**src/rtl/cpu_pkg.sv**
```systemverilog
// Shared types for the fetch->EX->WB core: fetch-sequencer state and reset PC.
package cpu_pkg;

  typedef enum logic {
    RUN    = 1'b0,
    HALTED = 1'b1
  } fetch_state_t;

  localparam int unsigned PC_RESET = 0;

endpackage : cpu_pkg

```
**src/rtl/fetch_sequencer.sv**
```systemverilog
// Fetch PC / EX-valid sequencer: drives instruction memory, squashes on redirect,
// handles stall and halt/resume, and counts retired instructions.
module fetch_sequencer
  import cpu_pkg::*;
#(
  parameter int ADDR_W = 12,
  parameter int CNT_W  = 32
) (
  input  logic              clk,
  input  logic              rst_n,
  input  logic              stall_i,
  input  logic              redirect_i,
  input  logic [ADDR_W-1:0] redirect_pc_i,
  input  logic              halt_i,
  input  logic              resume_i,
  output logic [ADDR_W-1:0] pc_fetch_o,
  output logic              mem_en_o,
  output logic [ADDR_W-1:0] pc_ex_o,
  output logic              ex_valid_o,
  output logic              halted_o,
  output logic [CNT_W-1:0]  instret_o
);

  localparam logic [ADDR_W-1:0] PC_INIT = ADDR_W'(PC_RESET);

  fetch_state_t      state_q,    state_nxt;
  logic [ADDR_W-1:0] pc_fetch_q, pc_fetch_nxt;
  logic [ADDR_W-1:0] pc_ex_q,    pc_ex_nxt;
  logic              ex_valid_q, ex_valid_nxt;
  logic              halted_q,   halted_nxt;
  logic [CNT_W-1:0]  instret_q,  instret_nxt;

  always_comb begin
    // NOTE: every comb output gets a default first so no path leaves it unassigned (no latch).
    state_nxt    = state_q;
    pc_fetch_nxt = pc_fetch_q;
    pc_ex_nxt    = pc_ex_q;
    ex_valid_nxt = ex_valid_q;
    halted_nxt   = halted_q;
    instret_nxt  = instret_q;
    mem_en_o     = 1'b0;

    if (rst_n) begin
      unique case (state_q)
        RUN: begin
          if (stall_i) begin
            // Frozen: EX re-presents redirect/halt once the stall clears.
            mem_en_o = 1'b0;
          end else if (ex_valid_q && halt_i) begin
            mem_en_o     = 1'b0;
            ex_valid_nxt = 1'b0;
            halted_nxt   = 1'b1;
            state_nxt    = HALTED;
            instret_nxt  = instret_q + CNT_W'(1);
            if (redirect_i) pc_fetch_nxt = redirect_pc_i;
          end else if (ex_valid_q && redirect_i) begin
            // The fall-through fetch now in the memory is squashed: one bubble.
            mem_en_o     = 1'b1;
            pc_fetch_nxt = redirect_pc_i;
            pc_ex_nxt    = pc_fetch_q;
            ex_valid_nxt = 1'b0;
            instret_nxt  = instret_q + CNT_W'(1);
          end else begin
            mem_en_o     = 1'b1;
            pc_fetch_nxt = pc_fetch_q + ADDR_W'(1);
            pc_ex_nxt    = pc_fetch_q;
            ex_valid_nxt = 1'b1;
            instret_nxt  = instret_q + CNT_W'(ex_valid_q);
          end
        end
        HALTED: begin
          if (resume_i) begin
            mem_en_o     = 1'b1;
            pc_fetch_nxt = pc_fetch_q + ADDR_W'(1);
            pc_ex_nxt    = pc_fetch_q;
            ex_valid_nxt = 1'b1;
            halted_nxt   = 1'b0;
            state_nxt    = RUN;
          end
        end
        default: state_nxt = RUN;
      endcase
    end
  end

  always_ff @(posedge clk) begin
    // NOTE: sequential state uses non-blocking assignments so all flops update together.
    if (!rst_n) begin
      state_q    <= RUN;
      pc_fetch_q <= PC_INIT;
      pc_ex_q    <= PC_INIT;
      ex_valid_q <= 1'b0;
      halted_q   <= 1'b0;
      instret_q  <= '0;
    end else begin
      state_q    <= state_nxt;
      pc_fetch_q <= pc_fetch_nxt;
      pc_ex_q    <= pc_ex_nxt;
      ex_valid_q <= ex_valid_nxt;
      halted_q   <= halted_nxt;
      instret_q  <= instret_nxt;
    end
  end

  assign pc_fetch_o = pc_fetch_q;
  assign pc_ex_o    = pc_ex_q;
  assign ex_valid_o = ex_valid_q;
  assign halted_o   = halted_q;
  assign instret_o  = instret_q;

endmodule : fetch_sequencer

```
**config.mk**
```make
export PLATFORM = sky130hd
export DESIGN_NAME = fetch_sequencer
export DESIGN_NICKNAME = d
export VERILOG_FILES = /design/src/rtl/cpu_pkg.sv /design/src/rtl/fetch_sequencer.sv
export SDC_FILE = /design/constraint.sdc
export NUM_CORES = 1
export LEC_CHECK = 0
export CAP_MARGIN = 20
export CELL_PAD_IN_SITES_DETAIL_PLACEMENT = 1
export CELL_PAD_IN_SITES_GLOBAL_PLACEMENT = 1
export CORE_AREA = 2 2 117 74
export DETAILED_ROUTE_END_ITERATION = 7
export DIE_AREA = 0 0 119 76
export PLACE_DENSITY = 0.82
export SETUP_SLACK_MARGIN = 0.3
export SLEW_MARGIN = 20
export SYNTH_ARGS = -nofsm -noshare
export SYNTH_HDL_FRONTEND = slang
export SYNTH_SLANG_ARGS = --single-unit
```
**constraint.sdc**
```tcl
create_clock -name clk -period 4 [get_ports clk]
set_clock_uncertainty 0.15 [all_clocks]
set_input_delay 0.4 -clock clk [delete_from_list [all_inputs] [get_ports clk]]
set_output_delay 0.4 -clock clk [all_outputs]
set_load 0.01 [all_outputs]
```
==> results of run 1 <==
worst paths after layout:
path	slack [ns]	endpoint
worst min-delay path	0.34	instret_o[26]$_SDFFE_PN0P_
worst max-delay path	1.26	mem_en_o
worst max register to register	1.52	instret_o[21]$_SDFFE_PN0P_
worst min register to register	0.34	instret_o[26]$_SDFFE_PN0P_
layer usage:
metal,vias to the layer above,GRT usage,routed length [um]
met2,98,0.371,4720
li1,1512,-,-
met3,11,0.0711,606
met5,-,0,0
met4,0,0.0536,73
met1,1585,0.328,5020
logic make-up after synthesis:
family / synth area share
buffers and inverters: 0.0432
muxes: 0.0698
and+or+nand+nor: 0.255
AOI/OAI and AO/OA: 0.223
adders and majority gates: 0.0166
DFF: 0.392
cell type report:
| cell class | instances | area (um2) | share of cell area |
|---|---|---|---|
| Clock buffer | 10 | 229 | 0.0547 |
| Clock inverter | 6 | 80.1 | 0.0191 |
| Sequential cell | 59 | 1180 | 0.282 |
| Timing Repair Buffer | 84 | 821 | 0.196 |
| Tap cell | 112 | 140 | 0.0335 |
| Multi-Input combinational cell | 268 | 1710 | 0.408 |
| Inverter | 7 | 26.3 | 0.00628 |
critical path: stages, from the launching register on:
cell and delay, ns:
dfxtp_1 0.69, nand2_1 0.23, a21boi_2 0.24, nor2_1 0.15, clkdlybuf4s50_1 0.56
registers in the layout (all words and copies together), names as in the netlist:
| name | flops |
|---|---|
| state_q | 1 |
| pc_ex_o | 12 |
| ex_valid_o | 1 |
| pc_fetch_o | 12 |
| halted_o | 1 |
| instret_o | 32 |
synth_stat cells (2+ instances only):
cell type	count
inv_1	5
ha_1	4
a311oi_1	2
o211ai_1	2
nand2_1	35
nand4_1	7
nand3_1	17
nor3_1	2
buf_2	2
o32ai_1	4
nor4bb_1	2
o31ai_1	14
or3_1	9
o311ai_0	6
a211oi_1	4
nor4_1	4
nor2_1	23
a2bb2oi_1	2
o21ai_0	13
dfxtp_1	59
and3_1	7
nand2b_1	10
or4_1	13
o41ai_1	6
mux2i_1	21
a21oi_1	32
o21a_1	2
and4_1	4
clkbuf_1	21
o22ai_1	6
o21ai_1	2
through the flow:
stage          setup slack [ns]  area (um2)  instances  hold WS, ns
2_1_floorplan              1.86        3010        359        0.336
3_3_place_gp               1.31        3870        530        0.323
3_5_place_dp               1.17        3870        530        0.336
4_1_cts                    1.27        4180        546        0.344
5_1_grt                    1.11        4180        546        0.371
6_report                   1.26        4180        546        0.340
power by group through the flow:
| stage | combinational [mW] | clock [mW] | sequential, mW |
|---|---|---|---|
| after floorplan | 0.0773 | 0 | 0.635 |
| after global placement | 0.150 | 0 | 0.635 |
| after detailed placement | 0.155 | 0 | 0.636 |
| after CTS | 0.158 | 0.825 | 0.624 |
| after global routing | 0.173 | 0.859 | 0.626 |
| final | 0.158 | 0.811 | 0.624 |
==> results.md, run 1 <==
- Post-route ant nets: 0
- CP Max Fanout: 17
- Unrepaired setup endpoints after global routing: no
- First-pass GRT wire length: 17.2 mm
- Hold bufs inserted after CTS: 0
- Synth cell types: 50
- Synth area leaders: dfxtp_1 (39%), mux2i_1 (7.0%), a21oi_1 (5.3%)
- Via total after detailed routing: 3,206
- Routed wire length: 10.4 mm
- Commonest non-fill, non-tap cell in the layout: clkdlybuf4s50_1
- DIE AREA: 9040 um2
- Status: complete, no violations
- Area growth syn-to-layout: 39.0%
- Yosys top cell by area: dfxtp_1
- Post-DP HPWL: around 7 mm
- Fraction of layout cells with a size suffix above 1: 0.0645
- Min Tclk post-route: 2.74 ns
- Net Count, Synth: 381
- Top-area cell type share of the netlist area: 0.392
- Die Y: 76 um
- Cell Pwr Density: 381 nW/um2
- Peak Freq: 365 MHz
- Clock share of power: 0.509
- Relative slew slack: 0.398
- Global Route Usage Sum: 0.239
- Nets@finish: ~450
- Number of setup buffers added after CTS: 0
- # IOs: 77
- Hold violation count in the final report: 0
- CTS H-tree depth: 3
- Setup Total Neg Slack: 0 ns
- CP Launch Type: flip-flop
- Final setup fails: 0
- Fill cells: just over 900
- Diode count: 0
- Crit end category: output pin
- Worst Max-Slew Pin Slew: 0.885 ns
- Mapped Area: 3010 um2
- Residual DRC: 0
- Synth warn: 0
- Syn Area/Cell: 8.39 um2
- Overflow after GRT: 0
- DR WL/cell: 19.1 um
- Kind of critical path: reg -> out
- Max Slew Vio Count: 0
- 1st-pass router iterations: 4
- Most frequent cells in the layout: clkdlybuf4s50_1 (76), dfxtp_1 (59), nand2_1 (35), a21oi_1 (32), nor2_1 (23)
- Vias in the first global route: roughly 3,300
- Clock Latency Late Sink: 0.32 ns
- Sw frac: 0.236
- CTS sink cnt: between 50 and 60
- Core Region: 8100 um2
- Total power: 1.59 mW
- Starting density of the core: 0.372
- Total internal power: around 1.2 mW
- Post-synth ARST share: 0
- Hold wc startpoint: instret_o[26]$_SDFFE_PN0P_
- Resize count post-CTS: 0
- Rows: 26
- Port Buf Inserts: 76
- Die width: about 120 um
- Worst EP required: around 3.5 ns
- Post-Synthesis Cells: 359
- Most used flip-flop cell after synthesis: dfxtp_1
- Seq/Total Area, Yosys: 0.392
- CP Data Arrival Time: approximately 2.2 ns
- Largest net degree at the start of global routing: 46
- Sw power: 0.377 mW
- Peak VDD IR: 0.215 mV
- Min-delay worst type: reg -> reg
- TritonCTS clock tree: done
- Lkg Pwr: between 1 and 1.5 nW
- CTS clk-pin slew, worst paths: roughly 0.050 ns
- Max-cap violation count: 0
- R2R Path Start: state_q$_SDFF_PN0_
- Num CTS Buffers: 9
- Root Driver: clkbuf_16
- Seq pwr share: 0.392
- Initial DRC count: 261
- Combinational Power Share: 0.099
- Initial antenna violation count: 0
- Vias per cell: roughly 5.9
- Synth Register Bits: 59
- R2R cell count: 5
- Part of the cycle the worst path needs: 0.685
- Clk buf depth: 2
- Placer Congestion: about 0.88
- Post-synth EDFFs: 0
- CP startpoint: state_q$_SDFF_PN0_
- Post-layout util: 0.517
- Worst Hold Depth: 2
(Power assumes the default switching activity.)
==> run 2, diff against run 1 <==
--- a/config.mk
+++ b/config.mk
@@ -8,10 +8,10 @@
 export CAP_MARGIN = 20
 export CELL_PAD_IN_SITES_DETAIL_PLACEMENT = 1
 export CELL_PAD_IN_SITES_GLOBAL_PLACEMENT = 1
-export CORE_AREA = 2 2 117 74
+export CORE_AREA = 2 2 129 81
 export DETAILED_ROUTE_END_ITERATION = 7
-export DIE_AREA = 0 0 119 76
-export PLACE_DENSITY = 0.82
+export DIE_AREA = 0 0 131 83
+export PLACE_DENSITY = 0.72
 export SETUP_SLACK_MARGIN = 0.3
 export SLEW_MARGIN = 20
 export SYNTH_ARGS = -nofsm -noshare
==> constraint.sdc (replaced) <==
create_clock -name clk -period 2.5 [get_ports clk]
set_clock_uncertainty 0.15 [all_clocks]
set_input_delay 0.25 -clock clk [delete_from_list [all_inputs] [get_ports clk]]
set_output_delay 0.25 -clock clk [all_outputs]
set_load 0.01 [all_outputs]
==> run 2 against run 1 <==
  * Critical path depth is the same
  * Combinational power grew 81%
  * Register-to-register slack lost 1.2 ns
  * Largest cell class unchanged
  * Clock power grew 70%
  * Worst hold slack gained 0.0031 ns
  * Worst setup slack lost 0.94 ns
  * Global-route usage shrank 4.4 points
==> results.md, run 2 (synthesis results as in run 1) <==
- Met2 Track Usage GR: 0.265 (-0.107)
- CP Launch Type: flip-flop
- # IOs: 77 (unchanged)
- Lkg Pwr: 1.58 nW (+11%)
- Part of the cycle the worst path needs: 0.873
- Die width: 131 um (+10%)
- Crit end category: flip-flop
- Most frequent cells in the layout: clkdlybuf4s50_1 (75), dfxtp_1 (54), nand2_1 (35), a21oi_1 (30), buf_4 (27)
- Placer Congestion: 0.819 (-6.5%)
- CTS H-tree depth: 3 (unchanged)
- Global Route Usage Sum: 0.195 (-0.0438)
- Post-DP HPWL: 7.47 mm (+3.8%)
- Min Tclk post-route: approximately 2.2 ns
- Unrepaired setup endpoints after global routing: yes
- Global routing usage on met3: 0.0567 (-0.0144)
- CTS sink cnt: 59 (unchanged)
- Worst EP required: 2.61 ns (-0.84 ns)
- Post-layout util: 0.472 (-0.0447)
- Hold violation count in the final report: 0 (unchanged)
- Total power: 2.66 mW (+67%)
- DIE AREA: 10,900 um2 (+20%)
- Die Y: 83 um (+9.2%)
- CP Max Fanout: 7 (-10)
- Residual DRC: 0 (unchanged)
- Clock share of power: 0.518 (+0.009)
- Final setup fails: 0 (unchanged)
- Vias in the first global route: 3,120 (-6.3%)
- Via total after detailed routing: 3,336 (+4.1%)
- Fill cells: 1,124 (+21%)
- Seq pwr share: 0.375 (-0.017)
- Relative slew slack: 0.633 (+0.235)
- Vias per cell: 5.63 (-4.2%)
- Kind of critical path: reg -> reg
- Combinational Power Share: 0.107 (+0.008)
- Clock Latency Late Sink: 0.33 ns (about the same)
- DR WL/cell: 19.2 um (+0.82%)
- Fraction of layout cells with a size suffix above 1: 0.151 (+0.0861)
- Nets@finish: 475 (+5.3%)
- Largest net degree at the start of global routing: 46 (unchanged)
- Min-delay worst type: reg -> reg
- Peak VDD IR: 0.333 mV (+55%)
- R2R Path Start: instret_o[6]$_SDFFE_PN0P_
- Worst Max-Slew Pin Slew: 0.550 ns (-0.335 ns)
- Rows: 28 (+7.7%)
- CP startpoint: instret_o[6]$_SDFFE_PN0P_
- Port Buf Inserts: 76 (unchanged)
- Total internal power: 2.02 mW (+66%)
- Area growth syn-to-layout: 51.0%
- TritonCTS clock tree: done
- Cell Pwr Density: 586 nW/um2 (+54%)
- Diode count: 0 (unchanged)
- Peak Freq: about 460 MHz
- Routed wire length: 11.4 mm (+9.5%)
- First-pass GRT wire length: 16.7 mm (-3.0%)
- Initial antenna violation count: 0 (unchanged)
- Max reg flops: 32 (unchanged)
- Clk buf depth: 2 (unchanged)
- Max-cap violation count: 0 (unchanged)
- 1st-pass router iterations: 4 (unchanged)
- Num CTS Buffers: 9 (unchanged)
- Root Driver: clkbuf_16
- Setup Total Neg Slack: 0 ns (unchanged)
- Max Slew Vio Count: 0 (unchanged)
- Commonest non-fill, non-tap cell in the layout: clkdlybuf4s50_1
- Core Region: 9630 um2 (+19%)
- CP Data Arrival Time: 2.30 ns (+0.11 ns)
- Sw power: 0.638 mW (+69%)
- Met1 usage: 0.300 (-0.0279)
- Post-route ant nets: 0 (unchanged)
- Sw frac: 0.240 (+0.00330)
- WHS: 0.343 ns (+0.00312 ns)
- Top Usage Layer GRT: met1
- Hold wc startpoint: pc_ex_o[6]$_SDFFE_PN0P_
- Overflow after GRT: 0 (unchanged)
- Initial DRC count: 224 (-14%)
- CTS clk-pin slew, worst paths: 0.06 ns (about the same)
- Starting density of the core: 0.312 (-0.0592)
- Status: complete, no violations
run 2: layer usage:
layer  up-vias  share of wire  routed length, um
li1       1573              -                  -
met1      1644           0.52               5890
met2       106           0.41               4670
met3        13          0.062                712
met4         0          0.011                130
met5         -              0                  0
run 2: what timing repair did:
action | 4_1_cts | 5_1_grt
cloned | 0 | 3
setup endpoints to repair | 8 | 17
pin swaps | 0 | 5
resized for setup | 2 | 24
endpoints found under the hold margin | 0 | 0
setup buffers | 0 | 6
hold buffers | 0 | 0
run 2: through the flow:
step | area (um2) | cells | worst slack, ns
6_report | 4550 | 593 | 0.317
5_1_grt | 4550 | 593 | 0.222
4_1_cts | 4370 | 584 | 0.239
3_5_place_dp | 4040 | 568 | 0.0153
3_3_place_gp | 4040 | 568 | 0.0843
2_1_floorplan | 3010 | 359 | 0.362
run 2: cell type report:
class                           count  area, um2  area share
Clock buffer                       11        253      0.0556
Tap cell                          135        169      0.0372
Sequential cell                    59       1190       0.261
Multi-Input combinational cell    270       1810       0.399
Inverter                            7       26.3     0.00578
Clock inverter                      5       75.1      0.0165
Timing Repair Buffer              106       1020       0.225
run 2: power groups by stage:
| stage | registers [mW] | clock network [mW] | logic (mW) |
|---|---|---|---|
| final | 0.998 | 1.38 | 0.286 |
| after global routing | 1.00 | 1.44 | 0.309 |
| after CTS | 0.994 | 1.39 | 0.282 |
| after detailed placement | 1.01 | 0 | 0.280 |
| after global placement | 1.01 | 0 | 0.272 |
| after floorplan | 1.02 | 0 | 0.124 |
run 2: final timing paths:
| check | endpoint | slack (ns) | depth (start not counted) |
|---|---|---|---|
| worst min register to register | pc_ex_o[6]$_SDFFE_PN0P_ | 0.34 | 2 |
| worst max-delay path | instret_o[19]$_SDFFE_PN0P_ | 0.32 | 4 |
| worst min-delay path | pc_ex_o[6]$_SDFFE_PN0P_ | 0.34 | 2 |
| worst max register to register | instret_o[19]$_SDFFE_PN0P_ | 0.32 | 4 |
run 2: critical path, cell delays in order (launching register included):
cell     delay, ns
dfxtp_1       0.45
nand4_4       0.20
or4_4         0.64
or4_1         0.53
a21oi_1       0.15
==> RTL change 1 (config.mk and constraints of run 1) <==
Make the reset (`rst_n`) asynchronous in one clocked block.
--- a/src/rtl/fetch_sequencer.sv
+++ b/src/rtl/fetch_sequencer.sv
@@ -83,7 +83,7 @@
     end
   end
 
-  always_ff @(posedge clk) begin
+  always_ff @(posedge clk or negedge rst_n) begin
     // NOTE: sequential state uses non-blocking assignments so all flops update together.
     if (!rst_n) begin
       state_q    <= RUN;
Function: differs if rst_n is asserted again (counterexample within 4 cycles, from zero or initial values and one cycle with rst_n low); with rst_n held inactive, the same outputs for 4 cycles.
==> RTL change 1 against run 1 <==
- utilization grew 0.14 points
- synthesized area grew 0.29%
- final area grew 0.27%
- cell count shrank 12%
- sequential cell count is the same
- die area is the same
- wire length shrank 13%
- count of clock-buffer cells in the layout grew 1
- setup slack lost 200 ps
- largest cell class is now flip-flops and latches
Power is not compared: it rests on default switching activity, and its combinational part moved more than twofold at a synthesized area within 25%.
==> RTL change 1: results (changes against run 1) <==
| Metric | Value |
|---|---|
| Status | `complete, no violations` |
| Top cells by area, synth | `dfrtp_1, xor2_1, mux2_2` |
| Post-Place Cells | `467 (-12%)` |
| Post-synth top cells | `dfrtp_1, xor2_1, nand2_1, nor3_1` |
| Place WS | `1180 ps (+1.64 ps)` |
| Met3 wire length | `445 um (-27%)` |
| Total power | `2.66 mW` |
| Ys flop type | `dfrtp_1` |
| Worst path slowest cell | `dfrtp_1` |
| Synth cell types | `49 (-2.0%)` |
| Worst Hold Class | `primary input to async pin` |
| Gr usage total | `20.6% (-3.3 points)` |
| Clk_lat worst skew | `320 ps (about the same)` |
| Wl on met1 | `4420 um (-12%)` |
| First-pass GRT wire length | `15,000 um (-13%)` |
| Worst EP arrival | `2400 ps (+210 ps)` |
| Dpl hpwl | `6360 um (-12%)` |
| Pin count of the biggest net entering global routing | `42 (-8.7%)` |
| Routed wire per std cell | `18.7 um (-1.9%)` |
| Fillcell total | `886 (-4.7%)` |
| Syn Nets | `310 (-19%)` |
| Seq/Total Area, Yosys | `48.9% (+9.7 points)` |
| Ant diodes | `0 (unchanged)` |
| Number of global-route vias before repair | `2,822 (-15%)` |
| Synth Instances | `288 (-20%)` |
| Vias/cell | `5.46 (-7.0%)` |
| Share of cells above drive strength 1 | `11.3% (+4.9 points)` |
| Final wirelength | `9040 um (-13%)` |
| Ys async rst share | `100% (+100 points)` |
| DR iter-0 viols | `158 (-39%)` |
| CP max stage delay | `840 ps (+150 ps)` |
| RePlAce Congestion | `0.896 (+2.3%)` |
| Post-placement cell area | `3900 um^2 (+0.65%)` |
| Synthesis Warnings | `0 (unchanged)` |
| Metal2 WL | `4120 um (-13%)` |
| Critical Path Fanout Max | `24 (+7)` |
| Post-synth EDFFs | `0 (unchanged)` |
-- RTL change 1: cell count changes in the layout (fill, tap and decap cells not counted), sizes merged, moves of 11 or more --
| cell | run 1 | this run |
|---|---|---|
| mux2i | 21 | 4 |
| a21oi | 32 | 10 |
| a31oi | 1 | 12 |
| xor2 | 0 | 27 |
| nand2 | 35 | 23 |
| o31ai | 14 | 0 |
| nor2 | 23 | 9 |
| dfrtp | 0 | 59 |
| dfxtp | 59 | 0 |
| nor3 | 2 | 15 |
-- RTL change 1: per-layer routing --
metal | up-vias | GRT usage, %
li1 | 1226 | -
met1 | 1328 | 30.0
met2 | 77 | 31.7
met3 | 7 | 4.34
met4 | 0 | 4.76
met5 | - | 0
-- RTL change 1: final timing paths --
check / from / to / slack (ps) / cells past startpoint
hold / removal: rst_n / instret_o[23] / 40 / 2
setup / recovery: state_q / mem_en_o / 1050 / 5
setup reg to reg: state_q / instret_o[21] / 1310 / 4
hold reg to reg: pc_ex_o[10] / pc_ex_o[10] / 330 / 2
max in group asynchronous: rst_n / pc_ex_o[10] / 3310 / 2
min in group clk: pc_ex_o[10] / pc_ex_o[10] / 330 / 2
-- RTL change 1: logic make-up (layout without fill, tap and decap cells) --
logic type	count (synthesis)	after routing	synth area share [%]
simple gates	105	105	21.1
flops	59	59	48.9
xor+xnor	30	30	8.70
buf+inv	23	106	3.11
mux	13	13	4.68
fa+ha+maj	4	4	1.66
compound gates	54	54	11.8
-- RTL change 1: layout make-up --
class	count	area (um^2)	share of cell area, %
flip-flops and latches	59	1480	35.2
inverters	7	26.3	0.626
clock buffers	11	243	5.79
clock inverters	5	52.6	1.25
well taps	112	140	3.34
repair buffers	83	808	19.3
multi-input cells	206	1450	34.5
==> RTL change 2 (config.mk and constraints of run 1) <==
Without the edit above. `CNT_W`: 32 -> 16.
--- a/src/rtl/fetch_sequencer.sv
+++ b/src/rtl/fetch_sequencer.sv
@@ -4,7 +4,7 @@
   import cpu_pkg::*;
 #(
   parameter int ADDR_W = 12,
-  parameter int CNT_W  = 32
+  parameter int CNT_W  = 16
 ) (
   input  logic              clk,
   input  logic              rst_n,
Ports: changed (resized instret_o); port bits go from 77 to 61. The function was not compared with the original's and may differ.
==> RTL change 2 against run 1 <==
- setup slack worse by 360 ps
- final area shrank 26%
- hold slack better by 25 ps
- sequential cell count decreased by 16
- power decreased by 32%
- wire length is 35% lower
- clock power is 44% lower
- synthesized area fell by 25%
- register-to-register slack improved by 150 ps
- critical path type is now primary input to output port
==> RTL change 2: results (changes against run 1) <==
| Metric | Value |
|---|---|
| Status | `complete, no violations` |
| Worst EP arrival | `2550 ps (+360 ps)` |
| Peak VDD IR | `0.000152 V (-29%)` |
| RePlAce Congestion | `0.739 (-16%)` |
| Seq/Total Area, Yosys | `38.4% (-0.86 points)` |
| RR Startpoint | `ex_valid_o` |
| Synth cell types | `46 (-8.0%)` |
| H-tree Lvls | `2 (-1)` |
| Max reg flops | `16 (-50%)` |
| Clock root buffer | `clkbuf_16` |
| Clk_lat worst skew | `280 ps (-40 ps)` |
| Top cells by area, synth | `dfxtp_1, mux2i_1, nor2b_1` |
| HP Start | `halted_o` |
| I/O Buffers | `60 (-21%)` |
| R2R Setup Slk | `1670 ps (+150 ps)` |
| Routed wire per std cell | `15.9 um (-17%)` |
| Syn Nets | `279 (-27%)` |
| CTS buffer count | `5 (-4)` |
| Worst slew margin | `28.9% (-11 points)` |
| Critical Path Fanout Max | `14 (-3)` |
| Hold Path End | `halted_o` |
| Pin count of the biggest net entering global routing | `43 (-6.5%)` |
| Vias/cell | `5.02 (-15%)` |
| Net count, final | `337 (-25%)` |
| Share of cells above drive strength 1 | `5.71% (-0.74 points)` |
==> RTL change 2: through the flow <==
stage               worst slack (ps)  area (um^2)  hold WS, ps  instances
global placement                1050         2940          349        420
CTS                              921         3100          372        427
floorplan                       2050         2240          379        257
finish                           900         3100          364        427
detailed placement               909         2940          354        420
global route                     785         3100          398        427
==> RTL change 2: area by class of cell <==
cell class              instances  area (um^2)
repair buffers                 62          616
clock buffers                   6          129
clock inverters                 1         30.0
inverters                       2         7.51
multi-input cells             201         1320
fillers                       927         5000
flip-flops and latches         43          861
well taps                     112          140
==> RTL change 2: worst max-delay path by stage <==
stage | from | end | slack, ps | depth (start not counted)
2_1_floorplan | ex_valid_o | instret_o[12] | 2050 | 7
3_3_place_gp | halt_i | mem_en_o | 1050 | 5
3_5_place_dp | halt_i | mem_en_o | 910 | 5
4_1_cts | halt_i | mem_en_o | 920 | 5
5_1_grt | halt_i | mem_en_o | 780 | 5
6_report | halt_i | mem_en_o | 900 | 5
==> RTL change 2: metal layers <==
metal  global-route usage (%)  share of wire [%]  vias to the layer above
met5                        0                  0                        -
li1                         -                  -                     1038
met2                     23.3                 44                       49
met3                     4.27                5.2                        8
met1                     21.2                 50                     1047
met4                     4.76                1.1                        0
==> RTL change 2: cells by family (layout without fill, tap and decap cells) <==
kind of cell / Yosys count / after routing / synth area share, %
buffers and inverters: 13 / 71 / 2.84
muxes: 18 / 18 / 8.42
and+or+nand+nor: 114 / 114 / 26.7
AOI/OAI and AO/OA: 54 / 54 / 17.1
xor gates and xnor gates: 11 / 11 / 4.29
DFF: 43 / 43 / 38.4
adders and majority gates: 4 / 4 / 2.23
==> RTL change 2: where the power goes <==
group	internal (mW)	switching (mW)
Combinational	0.0800	0.0761
Clock	0.291	0.165
Sequential	0.444	0.0222
Total	0.815	0.263
==> RTL change 2: worst max-delay path, stage by stage <==
cell and delay [ps]:
clkdlybuf4s50_1 570, nand2_1 120, a21boi_2 860, nor2_1 80, clkdlybuf4s50_1 520
